## config.mk

```make
export PLATFORM = sky130hd
export DESIGN_NAME = uart_rx_os
export DESIGN_NICKNAME = d
export VERILOG_FILES = /design/src/rtl/uart_rx_os.sv
export SDC_FILE = /design/constraint.sdc
export NUM_CORES = 1
export LEC_CHECK = 0
export CORE_AREA = 2 2 56 58
export CTS_CLUSTER_SIZE = 25
export DETAILED_ROUTE_END_ITERATION = 16
export DIE_AREA = 0 0 58 60
export PLACE_DENSITY = 0.81
export REMOVE_ABC_BUFFERS = 1
export SLEW_MARGIN = 40
export SYNTH_ARGS = -nofsm -noshare
export SYNTH_HDL_FRONTEND = slang
export SYNTH_SLANG_ARGS = --single-unit
export TNS_END_PERCENT = 50
```

## constraint.sdc

```tcl
create_clock -name clk -period 3.9 [get_ports clk]
set_input_delay 0.39 -clock clk [delete_from_list [all_inputs] [get_ports clk]]
set_output_delay 0.39 -clock clk [all_outputs]
set_load 0.01 [all_outputs]
```

## src/rtl/uart_rx_os.sv

```systemverilog
`default_nettype none
// ============================================================================
// Module   : uart_rx_os
// Purpose  : Oversampling UART receiver (5-9 data bits, optional parity,
//            1-2 stop bits) with a valid/ready frame output and error flags.
// Revision : 1.0 - initial release
// ============================================================================
module uart_rx_os #(
  parameter int DATA_BITS  = 8,
  parameter int PARITY     = 0,
  parameter int STOP_BITS  = 1,
  parameter int OVERSAMPLE = 16
) (
  input  logic                 clk,
  input  logic                 rst,
  input  logic                 rx,
  input  logic                 tick,
  output logic [DATA_BITS-1:0] rx_data,
  output logic                 rx_valid,
  input  logic                 rx_ready,
  output logic                 parity_err,
  output logic                 frame_err,
  output logic                 overrun_err,
  output logic                 busy
);

  localparam int             CW        = $clog2(OVERSAMPLE);
  localparam logic [CW-1:0]  CNT_HALF  = CW'(OVERSAMPLE / 2 - 1);
  localparam logic [CW-1:0]  CNT_LAST  = CW'(OVERSAMPLE - 1);
  localparam logic [CW-1:0]  CNT_ONE   = CW'(1);
  localparam logic [3:0]     IDX_LAST  = 4'(DATA_BITS - 1);
  localparam logic [3:0]     IDX_ONE   = 4'd1;
  localparam logic           STOP_LAST = 1'(STOP_BITS - 1);
  localparam logic           PAR_EXP   = 1'(PARITY == 1);

  typedef enum logic [2:0] {
    S_IDLE   = 3'd0,
    S_START  = 3'd1,
    S_DATA   = 3'd2,
    S_PARITY = 3'd3,
    S_STOP   = 3'd4
  } state_t;

  state_t                 state, state_next;
  logic                   sync_q, rx_s, prev_s;
  logic [CW-1:0]          cnt, cnt_next;
  logic [3:0]             bit_idx, idx_next;
  logic                   stop_idx, stop_next;
  logic [DATA_BITS-1:0]   shreg;
  logic                   par_err_acc, frm_err_acc;
  logic                   shift_en, par_smp, stop_smp, frame_done;
  logic                   frm_final;

  always_comb begin
    state_next = state;
    cnt_next   = cnt;
    idx_next   = bit_idx;
    stop_next  = stop_idx;
    shift_en   = 1'b0;
    par_smp    = 1'b0;
    stop_smp   = 1'b0;
    frame_done = 1'b0;
    if (tick) begin
      case (state)
        S_IDLE: begin
          if (!rx_s && prev_s) begin
            state_next = S_START;
            cnt_next   = '0;
          end
        end
        S_START: begin
          if (cnt == CNT_HALF) begin
            cnt_next = '0;
            idx_next = '0;
            state_next = rx_s ? S_IDLE : S_DATA;
          end else begin
            cnt_next = cnt + CNT_ONE;
          end
        end
        S_DATA: begin
          if (cnt == CNT_LAST) begin
            shift_en = 1'b1;
            cnt_next = '0;
            idx_next = bit_idx + IDX_ONE;
            if (bit_idx == IDX_LAST) begin
              state_next = (PARITY != 0) ? S_PARITY : S_STOP;
              stop_next  = 1'b0;
            end
          end else begin
            cnt_next = cnt + CNT_ONE;
          end
        end
        S_PARITY: begin
          if (cnt == CNT_LAST) begin
            par_smp    = 1'b1;
            cnt_next   = '0;
            stop_next  = 1'b0;
            state_next = S_STOP;
          end else begin
            cnt_next = cnt + CNT_ONE;
          end
        end
        S_STOP: begin
          if (cnt == CNT_LAST) begin
            stop_smp = 1'b1;
            cnt_next = '0;
            // Leave at mid-bit of the last stop bit to gain resync margin.
            if (stop_idx == STOP_LAST) begin
              state_next = S_IDLE;
              frame_done = 1'b1;
            end else begin
              stop_next = 1'b1;
            end
          end else begin
            cnt_next = cnt + CNT_ONE;
          end
        end
        default: state_next = S_IDLE;
      endcase
    end
  end

  assign frm_final = frm_err_acc | ~rx_s;
  assign busy      = (state != S_IDLE);

  always_ff @(posedge clk) begin
    if (rst) begin
      sync_q      <= 1'b1;
      rx_s        <= 1'b1;
      prev_s      <= 1'b1;
      state       <= S_IDLE;
      cnt         <= '0;
      bit_idx     <= '0;
      stop_idx    <= 1'b0;
      shreg       <= '0;
      par_err_acc <= 1'b0;
      frm_err_acc <= 1'b0;
      rx_data     <= '0;
      rx_valid    <= 1'b0;
      parity_err  <= 1'b0;
      frame_err   <= 1'b0;
      overrun_err <= 1'b0;
    end else begin
      sync_q      <= rx;
      rx_s        <= sync_q;
      state       <= state_next;
      cnt         <= cnt_next;
      bit_idx     <= idx_next;
      stop_idx    <= stop_next;
      overrun_err <= 1'b0;
      if (tick) begin
        prev_s <= rx_s;
      end
      if (state == S_START && state_next == S_DATA) begin
        par_err_acc <= 1'b0;
        frm_err_acc <= 1'b0;
      end
      if (shift_en) begin
        shreg <= {rx_s, shreg[DATA_BITS-1:1]};
      end
      if (par_smp) begin
        par_err_acc <= ((^shreg) ^ rx_s) != PAR_EXP;
      end
      if (stop_smp && !rx_s) begin
        frm_err_acc <= 1'b1;
      end
      // A completed frame loads only if the output slot is free this cycle.
      if (frame_done) begin
        if (!rx_valid || rx_ready) begin
          rx_data    <= shreg;
          parity_err <= par_err_acc;
          frame_err  <= frm_final;
          rx_valid   <= 1'b1;
        end else begin
          overrun_err <= 1'b1;
        end
      end else if (rx_valid && rx_ready) begin
        rx_valid <= 1'b0;
      end
    end
  end

endmodule
`default_nettype wire

```

==> flow_summary.ini <==
[power]
seqPwrFrac_pct = 61.6
switching_share_pct = 22.6
leakage_nw = 0.729
p_comb_share_pct = 3.6
ir_worst_vdd_mv = 0.268
power_density_mw_per_mm2 = 324
p_clk_share_pct = 34.8
power_switching_mw = 0.136
p_int_mw = 0.467

[hold_path]
hold_class = flop to flop
holdPathStages = 1

[layout]
layout_common_cells = 36 x dfxtp_1, 32 x nor2_1, 18 x mux2i_1, 16 x clkdlybuf4s50_1, 11 x nand2_1
mostFrequentLayoutCell = dfxtp_1
multi_input_area_um2 = 867
drive_gt1_share_pct = 10.8
seq_area_um2 = 721
diodes = 0
fillCellCount = 238
area_delta_synth_final_pct = 13.7
fin_nets = 191

[critical_path]
critPathMaxFanout = 10
reg2regPathDepth = 6
setup.worst_path.class = flop to primary output
critical_path.startpoint_type = flop
arrival_ns = 1.74
cp.required_ns = 3.51
end_kind = primary output

[floorplan]
dieArea_mm2 = 0.00348
rows = 20
start_util_pct = 56.4
die_x_um = 58
die_h_um = 60
coreArea_mm2 = 0.00290
io_pins = 18

[detailed_routing]
drc = 0
drt-vias-per-instance = 5.39
ant_nets = 0
dr.pass1.iters = 4
drt_iter0_markers = 44
wl_mm = 2.76
wire_per_inst_um = 12.7
vias = 1176

[place]
place_ws_ns = 1.64
dp_hpwl_mm = 1.95
routabilityCongestion = 0.803
io_buffer_count = 17

[timing]
slew_headroom_pct = 62.9
rsz0062_at_grt = no
post-route-period-util_pct = 54.5
fmax_mhz = 470
hold_violations = 0
setup_tns_ns = 0
setup_viol = 0
final.min_clock_period_ns = 2.13
slew_viol_final = 0
finalWorstSetupSlack_ns = 1.77
tightest_slew_ns = 0.557
finClkSkew_ns = 0.00722

[logic_synthesis]
synth-main-ff-cell = dfxtp_1
synth_top_area_share_pct = 44.0
synth_edf_count = 0
ys_ff_latch = 36
syn_inst = 168
synth.avg_cell_area_um2 = 9.74
synth_warnings = 0
yosys.area.top_type = dfxtp_1
synthTopCellsByArea = dfxtp_1 44%, mux2i_1 11%, nor2_1 7.3%, xnor2_1 2.7%, xor2_1 2.7%
yosysSeqAreaShare_pct = 44.0
synth_area_mm2 = 0.00164
synth.distinct_cells = 46
async_flop_share_pct = 0

[clock_tree]
cts_setup_buffers = 0
cts_tree = done
cts_resized = 0
numCtsBuffers = 5
htree_levels = 2
clock_sink_count = 36
hold_buffers = 0
clock_path_buffers = 2
clk_pin_slew_ns = 0.11
clkLatencyLatePin_ns = 0.33
cts-root-buf = clkbuf_4

[grt]
grt_pass1_wl_mm = 4.66
grt_overflow = 0
grt_max_degree = 34
grt_pass1_vias = 1092
antenna_found_initial = 0
grt.total_usage_pct = 17.7

[run_status]
outcome = complete, no violations

[job]
drv_cap = 0
power groups by stage:
| stage | clock, mW | sequential (mW) | combinational, mW |
|---|---|---|---|
| 4_1_cts | 0.217 | 0.372 | 0.0216 |
| 5_1_grt | 0.230 | 0.372 | 0.0239 |
| 3_5_place_dp | 0 | 0.380 | 0.0214 |
| 3_3_place_gp | 0 | 0.380 | 0.0215 |
| 2_1_floorplan | 0 | 0.379 | 0.00992 |
| 6_report | 0.210 | 0.372 | 0.0215 |
stage by stage:
| stage | hold slack (ns) | utilization (%) | std cells | power [mW] | cell area (um2) |
|---|---|---|---|---|---|
| 6_report | 0.425 | 64.1 | 218 | 0.603 | 1860 |
| 3_5_place_dp | 0.398 | 61.9 | 210 | 0.402 | 1800 |
| 4_1_cts | 0.429 | 64.1 | 218 | 0.611 | 1860 |
| 2_1_floorplan | 0.389 | - | 160 | 0.389 | 1590 |
| 3_3_place_gp | 0.395 | 62.1 | 210 | 0.402 | 1800 |
| 5_1_grt | 0.454 | 64.1 | 218 | 0.627 | 1860 |
cell type report:
type                            instances  share of cell area (%)
Clock buffer                            7                    2.96
Clock inverter                          1                   0.403
Inverter                                1                   0.202
Multi-Input combinational cell        123                    46.6
Sequential cell                        36                    38.7
Tap cell                               33                    2.22
Timing Repair Buffer                   17                    8.88
cells by family (layout without fill, tap and decap cells):
logic type | after synthesis | count (layout) | synth area share, %
AO/OA/AOI/OAI | 22 | 22 | 10.2
XOR/XNOR | 11 | 11 | 6.73
adder cells (fa/ha/maj) | 2 | 2 | 1.53
buffers and inverters | 9 | 26 | 2.98
flip-flops | 36 | 36 | 44.0
multiplexers | 19 | 19 | 11.7
AND/OR/NAND/NOR | 69 | 69 | 22.8
worst max-delay path: stages, from the launching register on:
cell             delay, ns
dfxtp_1               0.45
or3_4                 0.46
clkdlybuf4s50_1       0.50
sequential cells by signal (all words and copies together) (netlist names):
signal	flops
cnt	4
parity_err	1
bit_idx	4
frame_err	1
frm_err_acc	1
state	3
prev_s	1
sync_q	1
par_err_acc	1
rx_data	8
rx_valid	1
rx_s	1
shreg	8
overrun_err	1
routing by layer:
metal	GRT usage (%)	wire, um	up-vias
met5	0	0	-
met4	7.64	37	0
met3	5.63	102	5
met2	30.0	1330	18
met1	20.6	1290	549
li1	-	-	604
final timing paths:
kind / startpoint / end / slack, ns
setup / recovery: state[0] / busy / 1.77
hold / removal: sync_q / rx_s / 0.42
setup reg to reg: cnt[0] / frame_err / 2.06
hold reg to reg: sync_q / rx_s / 0.42
cell usage after synthesis (all sizes together) (2+ instances only):
| library cell | instances |
|---|---|
| a21oi | 7 |
| a31oi | 2 |
| buf | 4 |
| clkbuf | 4 |
| dfxtp | 36 |
| ha | 2 |
| mux2i | 18 |
| nand2 | 11 |
| nand2b | 2 |
| nand3 | 2 |
| nand4 | 2 |
| nor2 | 32 |
| nor2b | 4 |
| nor3 | 4 |
| o21ai | 4 |
| or2 | 2 |
| or3 | 3 |
| xnor2 | 5 |
| xor2 | 5 |
Note: power is estimated with default switching activity, not from simulation.
